**config.mk**
```make
export PLATFORM = sky130hd
export DESIGN_NAME = mwadd_seq
export DESIGN_NICKNAME = d
export VERILOG_FILES = /design/src/rtl/mwadd_seq_pkg.sv /design/src/rtl/mwadd_seq_cia8b.sv /design/src/rtl/mwadd_seq.sv
export SDC_FILE = /design/constraint.sdc
export NUM_CORES = 1
export LEC_CHECK = 0
export CAP_MARGIN = 40
export CORE_ASPECT_RATIO = 1.5
export CORE_MARGIN = 2
export CORE_UTILIZATION = 46
export CTS_CLUSTER_SIZE = 10
export DETAILED_ROUTE_END_ITERATION = 7
export PLACE_DENSITY = 0.76
export SLEW_MARGIN = 40
export SYNTH_ARGS = -nofsm -noshare
export SYNTH_HDL_FRONTEND = slang
export SYNTH_HIERARCHICAL = 1
export SYNTH_SLANG_ARGS = --single-unit
```
**constraint.sdc**
```tcl
create_clock -name clk -period 3.2 [get_ports clk]
set_input_delay 0.64 -clock clk [delete_from_list [all_inputs] [get_ports clk]]
set_output_delay 0.64 -clock clk [all_outputs]
set_load 0.05 [all_outputs]
```
**src/rtl/mwadd_seq_pkg.sv**
```systemverilog
// Shared constants and types for the multi-byte sequential adder.
// Latency: n/a (declarations only).
// Backpressure: n/a.
package mwadd_seq_pkg;

  localparam int BYTE_W = 8;

  typedef enum logic [1:0] {
    IDLE = 2'd0,
    RUN  = 2'd1,
    DONE = 2'd2
  } state_t;

  // Byte counter width; a single-byte operand still needs one counter bit.
  function automatic int cnt_width(input int n);
    return (n > 1) ? $clog2(n) : 1;
  endfunction

endpackage

```
**src/rtl/mwadd_seq_cia8b.sv**
```systemverilog
// 8-bit carry-in adder; sum[8] carries the byte carry-out.
// Latency: combinational.
// Backpressure: none.
module cia8b
  import mwadd_seq_pkg::*;
(
  input  logic [BYTE_W-1:0] a,
  input  logic [BYTE_W-1:0] b,
  input  logic              cin,
  output logic [BYTE_W:0]   sum,
  output logic              cout
);

  assign sum  = {1'b0, a} + {1'b0, b} + {{BYTE_W{1'b0}}, cin};
  assign cout = sum[BYTE_W];

endmodule

```
**src/rtl/mwadd_seq.sv**
```systemverilog
// Sequential add/subtract of NBYTES-wide operands, one byte per cycle, LSB first.
// Latency: out_valid rises NBYTES+1 cycles after the accept cycle.
// Backpressure: result held in DONE until out_ready; in_ready only in IDLE.
module mwadd_seq
  import mwadd_seq_pkg::*;
#(
  parameter int NBYTES = 4
) (
  input  logic                     clk,
  input  logic                     rst_n,
  input  logic                     in_valid,
  output logic                     in_ready,
  input  logic [BYTE_W*NBYTES-1:0] inA,
  input  logic [BYTE_W*NBYTES-1:0] inB,
  input  logic                     cin,
  input  logic                     sub,
  output logic                     out_valid,
  input  logic                     out_ready,
  output logic [BYTE_W*NBYTES-1:0] sum,
  output logic                     cout,
  output logic                     busy
);

  localparam int W  = BYTE_W * NBYTES;
  localparam int CW = cnt_width(NBYTES);
  localparam logic [CW-1:0] LAST = CW'(NBYTES - 1);

  state_t            state, state_nxt;
  logic [W-1:0]      a_r, b_r, sum_r;
  logic              carry;
  logic [CW-1:0]     cnt;
  logic [BYTE_W-1:0] a_byte, b_byte;
  logic [BYTE_W:0]   add_sum;
  logic              adder_cout_unused;
  logic              accept;

  assign accept = in_valid && (state == IDLE);

  // State register; reset abandons any operation in flight.
  always_ff @(posedge clk) begin
    if (!rst_n) state <= IDLE;
    else        state <= state_nxt;
  end

  // Next-state: RUN lasts exactly NBYTES cycles, DONE waits for the consumer.
  always_comb begin
    state_nxt = state;
    case (state)
      IDLE:    if (in_valid)        state_nxt = RUN;
      RUN:     if (cnt == LAST)     state_nxt = DONE;
      DONE:    if (out_ready)       state_nxt = IDLE;
      default:                      state_nxt = IDLE;
    endcase
  end

  // Handshake and status outputs decoded from state alone.
  always_comb begin
    in_ready  = 1'b0;
    out_valid = 1'b0;
    busy      = 1'b0;
    case (state)
      IDLE:    in_ready  = 1'b1;
      RUN:     busy      = 1'b1;
      DONE:    begin out_valid = 1'b1; busy = 1'b1; end
      default: in_ready  = 1'b0;
    endcase
  end

  // Pick the operand bytes addressed by the byte counter.
  always_comb begin
    a_byte = '0;
    b_byte = '0;
    for (int k = 0; k < NBYTES; k++) begin
      if (cnt == CW'(k)) begin
        a_byte = a_r[k*BYTE_W +: BYTE_W];
        b_byte = b_r[k*BYTE_W +: BYTE_W];
      end
    end
  end

  cia8b u_add (
    .a    (a_byte),
    .b    (b_byte),
    .cin  (carry),
    .sum  (add_sum),
    .cout (adder_cout_unused)
  );

  // Operand capture on accept (B inverted, carry preset for subtract), then one byte per RUN cycle.
  always_ff @(posedge clk) begin
    if (!rst_n) begin
      a_r   <= '0;
      b_r   <= '0;
      sum_r <= '0;
      carry <= 1'b0;
      cnt   <= '0;
    end else if (accept) begin
      a_r   <= inA;
      b_r   <= sub ? ~inB : inB;
      carry <= sub ? 1'b1 : cin;
      cnt   <= '0;
    end else if (state == RUN) begin
      for (int k = 0; k < NBYTES; k++) begin
        if (cnt == CW'(k)) sum_r[k*BYTE_W +: BYTE_W] <= add_sum[BYTE_W-1:0];
      end
      carry <= add_sum[BYTE_W];
      cnt   <= cnt + 1'b1;
    end
  end

  assign sum  = sum_r;
  assign cout = carry;

endmodule

```
Yosys cells after proc, flatten, opt, wreduce, memory -nomap -nowiden
Index checks and enable logic that the tools add are counted.

word-level totals
  register bits = 101
  output and inout port bits = 36
  bits of input ports = 70

cells by class
  mux-type cells = 19
  bitwise gates (word level) = 3
  reduce and logical (&&, ||, !) cells = 11
  equality and inequality tests = 8
  add/subtract/negate cells = 3

operator list
  kind                                                                    number
  8-bit two-way mux                                                       8
  32-bit two-way mux                                                      1
  32-bit inverter                                                         1
  3-bit AND reduction                                                     5
  8-bit by 8-bit adder with 9-bit output                                  1
  9-bit by 1-bit adder with 9-bit output                                  1
  2-bit equality test (second input constant)                             3
  1-bit two-way mux                                                       6
  2-bit two-way mux                                                       3
  2-bit != test (second input constant)                                   3
  2-bit one-hot mux with 3 select lines                                   1
  2-bit by 1-bit equality test with 1-bit output (second input constant)  2
  2-bit logical NOT                                                       2
  2-bit OR reduction                                                      2
  2-bit by 1-bit adder with 2-bit output (second input constant)          1
  1-bit inverter                                                          2
  2-bit nonzero test                                                      1
  1-bit logical AND                                                       1

Logic depth before layout (Yosys ltp)
Gate-level depths: netlist of the first run.

  word-level depth = 9
  gate-level depth with buffers = 15
  mapped depth without buffers = 12

Cells and area by module
Netlist of the first run, hierarchy kept.

by module, submodules not included
  module     cells each  instances  area each (um^2)  seq. area each (um^2)
  mwadd_seq  543         1          4672.0            2021.9
  cia8b      41          1          339.1             0.0

Worst setup path after synthesis of the first run
No wires, ideal clock.

  path type = register to register
  start = register cnt[0]
  end = register carry, in the netlist cout
  slack = 0.180 ns
  cell stages (with the launch flop) = 16
  path buffers = 3
  data arrival time = 2.897 ns
  period minus slack after synthesis = 3.020 ns
  cell sequence = dfxtp_1 inv_1 ha_1 clkbuf_1 clkbuf_1 a21oi_1 o21ai_1 a22o_1 fa_1 fa_1 a21oi_1 o21a_1 o21ai_0 buf_4 mux2i_1 a21oi_1

between the ends
  word-level cells in the longest chain between the ends = 9
  elaborated cells between the ends (all ways) = 16
  classes of those cells = 2 x add/sub; 3 x eq/ne; 10 x mux; 1 x reduce/logical

RTL lines
  what                                        RTL line               RTL
  start: declaration                          mwadd_seq.sv:31        logic [CW-1:0] cnt;
  start signal: assignment                    mwadd_seq.sv:107       cnt <= cnt + 1'b1;
  2-bit logical NOT                           mwadd_seq.sv:74        if (cnt == CW'(k)) begin
  8-bit two-way mux (3 in series)             mwadd_seq.sv:74
  8-bit two-way mux (*)                       mwadd_seq.sv:74
  via a_byte[0]                               mwadd_seq.sv:32        logic [BYTE_W-1:0] a_byte, b_byte;
  8-bit by 8-bit adder with 9-bit output (*)  mwadd_seq_cia8b.sv:14  assign sum = {1'b0, a} + {1'b0, b} + {{BYTE_W{1'b0}}, cin};
  9-bit by 1-bit adder with 9-bit output (*)  mwadd_seq_cia8b.sv:14
  via adder_cout_unused                       mwadd_seq.sv:34        logic adder_cout_unused;
  1-bit two-way mux (*)                       mwadd_seq.sv:102       end else if (state == RUN) begin
  1-bit two-way mux (*)                       mwadd_seq.sv:97        end else if (accept) begin
  end signal: assignment                      mwadd_seq.sv:100       carry <= sub ? 1'b1 : cin;
  end signal: assignment                      mwadd_seq.sv:106       carry <= add_sum[BYTE_W];
  end: declaration                            mwadd_seq.sv:30        logic carry;

Mark *: on every way through the listed nets, which the timed path passes. The rest lies on a longest branch. The select of a mux whose other input is x is not followed.
A chain may end at the register's enable or synchronous reset.

Worst setup path after layout of the first run
  start = register cnt[0]
  end = register sum_r[22], in the netlist sum[22]

between the ends
  word-level cells in the longest chain between the ends = 7
  elaborated cells between the ends (all ways) = 15
  classes of those cells = 2 x add/sub; 3 x eq/ne; 8 x mux; 2 x reduce/logical

RTL lines
  what                                        RTL line               RTL
  2-bit logical NOT                           mwadd_seq.sv:74
  8-bit two-way mux (3 in series)             mwadd_seq.sv:74
  8-bit two-way mux (*)                       mwadd_seq.sv:74
  via a_byte[0]                               mwadd_seq.sv:32
  8-bit by 8-bit adder with 9-bit output (*)  mwadd_seq_cia8b.sv:14
  9-bit by 1-bit adder with 9-bit output (*)  mwadd_seq_cia8b.sv:14
  via add_sum[6]                              mwadd_seq.sv:33        logic [BYTE_W:0] add_sum;
  end signal: indexed assignment              mwadd_seq.sv:104       if (cnt == CW'(k)) sum_r[k*BYTE_W +: BYTE_W] <= add_sum[BYTE_W-1:0];
  end: declaration                            mwadd_seq.sv:29        logic [W-1:0] a_r, b_r, sum_r;

Mark *: on every way through the listed nets, which the timed path passes. The rest lies on a longest branch.

==> summary.md, run 1 <==
| Metric | Value |
|---|---|
| Worst hold slack | 0.454 ns |
| Most frequent cells in the layout | nand2_1, clkdlybuf4s50_1, dfxtp_1, a21oi_1, mux2i_1 |
| CP Class | reg2reg |
| Synthesized netlist cell count | approximately 580 |
| CTS tree | built |
| Buf/Inv on CP | 1 |
| Worst-path cell chain | inv_1 > ha_1 > a21oi_1 > o21ai_1 > a22o_1 > fa_1 > fa_1 > a21oi_1 > o21a_1 > xnor2_1 > nand2_1 > mux2i_1 |
| Core area | approximately 11000 sq um |
| Seq/Total Area, Yosys | around two fifths |
| Logic gate share of total power | 39.6% |
| Placer Congestion | 0.795 |
| Critical Path Stages | 12 |
| Hold Path Depth | 2 |
| Filler cells | approximately 980 |
| Critical Path AT | 3.25 ns |
| Layout Utilization | 60.4% |
| Setup TNS | 0 ns |
| Residual DRC | 0 |
| Commonest non-fill, non-tap cell in the layout | nand2_1 |
| Pre-antenna DRT Iters | 4 |
| Maximum VDD drop | roughly 0.33 mV |
| Post_cts resized | 0 |
| Total CTS buffers | 9 |
| Final nets | about 750 |
| Fmax | about 340 MHz |
| Register bit total from synthesis | 101 |
| Global-route usage over all layers | between 20% and 30% |
| Gr ovfl total | 0 |
| Post-CTS setup buffers | 0 |
| Vias | approximately 4200 |
| Initial antenna violation count | 0 |
| IO Count | ~110 |
| Max Root-Sink Buffers | 2 |
| Root Driver | clkbuf_16 |
| H-tree depth | 3 |
| PortBufs | around 110 |
| Crit path max-delay family | adder cells |
| Post-DP HPWL | between 8000 and 9000 um |
| Hold_buf cts | 0 |
| Mapped cell area | roughly 5000 sq um |
| Synth Net Count | 672 |
| Switching power share of the total | a little under two fifths |
| Drt total wl | about 12000 um |
| WL/cell | roughly 14 um |
| Power density cells | just under 700 nW/um^2 |
| Number of global-route vias before repair | between 4000 and 5000 |
| Die height | around 130 um |
| Reg clk slew, reported paths | 0.06 ns |
| DRC marker count from the first detailed-route iteration | roughly 250 |
| Slew at the pin closest to its max-slew limit | 0.623 ns |
| Startpoint types | flip-flop |
| Final setup viols | 0 |
| Fraction of layout cells with a size suffix above 1 | about 5.1% |
| Final Hold Fails | 0 |
| Ant diodes | 0 |
| Clock power frac | 23.4% |
| Part of the cycle the worst path needs | between 90% and 100% |
| Clock Sinks | approximately 100 |
| Largest stage delay on the critical path | roughly 0.46 ns |
| Row cnt | 46 |
| Reg power frac | a little under two fifths |
| Worst EP required | about 3.5 ns |
| Cell area after layout | 6400 sq um |
| Starting Density | a little under half |
| Max Slew Vio Count | 0 |
| Clk_lat worst skew | approximately 0.35 ns |
| Leakage Power | between 2 and 3 nW |
| NetSw | ~1.6 mW |
| Synth-to-layout area growth | 27.7% |
| Setup crit end kind | flip-flop |
| Worst-path fanout max | 8 |
| Pin count of the biggest net entering global routing | 111 |
| Status | completed |
| Hold Path Class | reg2reg |
| R2R cell count | 12 |
| Antenna-violating nets left | 0 |
| Synth warn | 6 |
| Min cycle time layout | approximately 3.0 ns |
| Int Pwr | between 2 and 3 mW |
| Setup Skew | ~0.0048 ns |
| Die ar. | 11800 sq um |
| First-pass GRT wire length | between 15000 and 20000 um |
| DR vias/cell | 5.13 |
| RSZ-0062 raised after global routing | no |
| Slew margin rel. | about 58% |
| Post-synth cell types | 38 |
| Slowest cell on crit path | fa_1 |
| Post-Syn Area per Cell | 8.58 sq um |
| Dpl cell area | approximately 6000 sq um |
| Max Cap Viol | 0 |
| Die Wd | 89.2 um |
[layout make-up]
type	instances	area [sq um]	share of cell area, %
clock buffers	12	256	4.01
clock inverters	4	22.5	0.352
inverters	26	97.6	1.53
multi-input cells	411	2680	41.9
well taps	144	180	2.82
repair buffers	114	1140	17.8
flip-flops and latches	101	2020	31.6
[cell usage after synthesis, drive strengths merged]
| cell type | instances | area [sq um] |
|---|---|---|
| and2 | 1 | 6.26 |
| mux2i | 36 | 360 |
| nor2 | 2 | 7.51 |
| nor4 | 1 | 6.26 |
| nand2 | 160 | 601 |
| xnor2 | 35 | 307 |
| clkbuf | 26 | 97.6 |
| o221a | 1 | 11.3 |
| xor2 | 2 | 17.5 |
| a21boi | 32 | 240 |
| o211a | 32 | 320 |
| o211ai | 1 | 7.51 |
| nand4 | 1 | 6.26 |
| a22o | 16 | 140 |
| inv | 26 | 97.6 |
| a311o | 2 | 20.0 |
| a21oi | 38 | 194 |
| fa | 2 | 40.0 |
| nor3 | 1 | 5.00 |
| dfxtp | 101 | 2020 |
| nand3 | 6 | 40.0 |
| o21bai | 1 | 7.51 |
| o21ai | 17 | 85.1 |
| o21a | 1 | 7.51 |
| buf | 20 | 111 |
| nand3b | 1 | 7.51 |
| a21o | 2 | 15.0 |
| nand2b | 1 | 6.26 |
| ha | 16 | 200 |
| nor2b | 1 | 6.26 |
| o31ai | 1 | 7.51 |
| a222oi | 1 | 10.0 |
[metrics by stage]
stage | total power [mW] | instances | setup WS (ns)
finish | 4.35 | 812 | 0.223
global route | 4.61 | 812 | 0.0496
CTS | 4.37 | 812 | 0.227
detailed placement | 3.36 | 796 | 0.256
global placement | 3.31 | 796 | 0.383
floorplan | 2.88 | 584 | 0.180
[power by group through the flow]
stage	Sequential (mW)	Clock [mW]	Combinational, mW
2_1_floorplan	1.71	0	1.17
3_3_place_gp	1.63	0	1.68
3_5_place_dp	1.64	0	1.72
4_1_cts	1.61	1.03	1.73
5_1_grt	1.63	1.08	1.90
6_report	1.61	1.02	1.73
[worst reg2reg max path: stages (launching register included)]
cell and delay [ns]:
dfxtp_1 0.40, inv_1 0.09, ha_1 0.29, a21oi_1 0.14, o21ai_1 0.08, a22o_1 0.20, fa_1 0.46, fa_1 0.42
a21oi_1 0.23, o21a_1 0.17, xnor2_1 0.12, nand2_1 0.12, mux2i_1 0.17
[final timing paths]
kind	from	to	slack, ns
max	cnt[0]	sum[22]	0.22
min	a_r[5]	a_r[5]	0.45
max reg2reg	cnt[0]	sum[22]	0.22
min reg2reg	a_r[5]	a_r[5]	0.45
[flip-flops by register name, summed over array words and instances (netlist names)]
name / count
a_r: 32
b_r: 32
sum: 32
cnt: 2
state: 2
cout: 1
[routing by layer]
layer / vias to the layer above / global-route usage [%] / wire length (um)
met4: 0 / 8.29 / 290
met2: 111 / 34.6 / 5940
li1: 2120 / - / -
met1: 1918 / 23.3 / 4810
met5: - / 0 / 0
met3: 19 / 4.26 / 470
[logic make-up after synthesis]
logic type      Yosys count  share of synthesized area (%)
simple gates            175                           13.8
compound gates          145                           21.3
flops                   101                           40.3
buf+inv                  72                           6.12
xor+xnor                 37                           6.47
mux                      36                           7.19
fa+ha+maj                18                           4.79
(Power assumes the default switching activity.)
==> inputs of run 2 (changes only) <==
MAX_ROUTING_LAYER = met4   (was unset)
==> run 2 against run 1 <==
Against the previous run:
- clock skew grew 0.0017 ns
- critical path depth did not move
- clock power about the same
- utilization unchanged
- critical endpoint unchanged
==> summary.md, run 2 (synthesized netlist as in run 1, its figures left out) <==
| Metric | Value |
|---|---|
| Fmax | 335 MHz |
| Clk_lat worst skew | between 0.3 and 0.4 ns |
| H-tree depth | 3 |
| NetSw | 1.61 mW |
| Die ar. | around 12000 sq um |
| Worst-path cell chain | inv_1 > ha_1 > a21oi_1 > o21ai_1 > a22o_1 > fa_1 > fa_1 > a21oi_1 > o21a_1 > xnor2_1 > nand2_1 > mux2i_1 |
| Synth-to-layout area growth | 27.7% |
| Ant diodes | 0 |
| CP Class | reg2reg |
| Initial antenna violation count | 0 |
| Antenna-violating nets left | 0 |
| Worst-path fanout max | 8 |
| Fraction of layout cells with a size suffix above 1 | 5.09% |
| DRC marker count from the first detailed-route iteration | about 240 |
| Global-route usage over all layers | 20.6% |
| Clock Sinks | ~100 |
| Min cycle time layout | 2.98 ns |
| Number of global-route vias before repair | 4090 |
| RSZ-0062 raised after global routing | no |
| Root Driver | clkbuf_16 |
| Switching power share of the total | 36.9% |
| Max Cap Viol | 0 |
| Worst EP required | between 3 and 4 ns |
| Largest stage delay on the critical path | between 0.4 and 0.5 ns |
| Dpl cell area | 6120 sq um |
| Drt total wl | ~11000 um |
| Final Hold Fails | 0 |
| Overall Power | ~4.4 mW |
| Total CTS buffers | 9 |
| Setup crit end kind | flip-flop |
| Cell area after layout | around 6400 sq um |
| Crit path max-delay family | adder cells |
| Status | completed |
| Part of the cycle the worst path needs | between 90% and 100% |
| CTS tree | built |
| Reg clk slew, reported paths | about 0.060 ns |
| Die Wd | 89.2 um |
| Max Slew Vio Count | 0 |
| Slowest cell on crit path | fa_1 |
| Cells after DPL | 796 |
| IO Count | 106 |
| Most Used Layer, Global Route | met2 |
| Startpoint types | flip-flop |
| PortBufs | 105 |
| Most frequent cells in the layout | nand2_1, clkdlybuf4s50_1, dfxtp_1, a21oi_1, mux2i_1 |
| Post-CTS setup buffers | 0 |
| GR met3 Demand/Resource | 4.26% |
| Pin count of the biggest net entering global routing | around 110 |
| Hold_buf cts | 0 |
| Row cnt | between 40 and 50 |
| Int Pwr | 2.75 mW |
| Commonest non-fill, non-tap cell in the layout | nand2_1 |
| Clock power frac | 23.4% |
| Buf/Inv on CP | 1 |
| Starting Density | 47.3% |
| Slew margin rel. | around 58% |
| Non-Filler Instances | just over 800 |
| Hold Path Class | reg2reg |
| Pre-antenna DRT Iters | 5 |
| Core area | 10600 sq um |
| Reg power frac | 37.0% |
| Setup Skew | about 0.0064 ns |
| Post-DP HPWL | 8510 um |
| Power density cells | ~680 nW/um^2 |
| Vias | 4233 |
| Met1 usage | a little under a quarter |
| Final setup viols | 0 |
| Placer Congestion | 0.807 |
| Logic gate share of total power | slightly below 40% |
| Maximum VDD drop | 0.328 mV |
| Filler cells | 977 |
| Gr ovfl total | 0 |
| Max Root-Sink Buffers | 2 |
| Met2 Usage GRT | 34.3% |
| Critical Path AT | about 3.3 ns |
| Residual DRC | 0 |
| Setup TNS | 0 ns |
| DR vias/cell | about 5.2 |
| Post_cts resized | 0 |
| WL/cell | about 14 um |
| Die height | 132 um |
| Slew at the pin closest to its max-slew limit | between 0.6 and 0.7 ns |
| Leakage Power | 2.88 nW |
| First-pass GRT wire length | 18600 um |
| Worst hold slack | approximately 0.45 ns |
| Final nets | between 700 and 800 |
==> run 2: worst register-to-register path: stages (launching register included) <==
cell and delay [ns]:
dfxtp_1 0.40, inv_1 0.09, ha_1 0.29, a21oi_1 0.14, o21ai_1 0.08, a22o_1 0.20, fa_1 0.46, fa_1 0.42
a21oi_1 0.23, o21a_1 0.17, xnor2_1 0.12, nand2_1 0.12, mux2i_1 0.18
==> run 2: final cells by class <==
cell class	count	area, sq um	area share [%]
timing repair buffer	114	1140	17.8
sequential	101	2020	31.6
tap	144	180	2.82
multi-input combinational	411	2680	41.9
clock buffer	12	256	4.01
clock inverter	4	22.5	0.352
inverter	26	97.6	1.53
==> run 2: final timing paths <==
path           from  endpoint  slack (ns)  cells after the start
max          cnt[0]   sum[22]        0.22                     12
min          a_r[5]    a_r[5]        0.45                      2
max reg2reg  cnt[0]   sum[22]        0.22                     12
min reg2reg  a_r[5]    a_r[5]        0.45                      2
==> run 2: power by group through the flow <==
stage	Clock, mW	Sequential, mW	Combinational (mW)
4_1_cts	1.03	1.61	1.73
3_5_place_dp	0	1.64	1.72
6_report	1.02	1.61	1.73
2_1_floorplan	0	1.71	1.17
5_1_grt	1.08	1.63	1.90
3_3_place_gp	0	1.63	1.68
==> run 2: layer usage <==
metal	up-vias	wire length, um
met2	129	5910
li1	2122	-
met4	0	310
met1	1956	4710
met5	-	0
met3	26	534
==> run 2: metrics by stage <==
stage | util (%) | worst slack [ns]
6_report | 60.4 | 0.217
3_5_place_dp | 57.8 | 0.256
5_1_grt | 60.4 | 0.0494
4_1_cts | 60.4 | 0.227
3_3_place_gp | 57.8 | 0.383
2_1_floorplan | - | 0.180
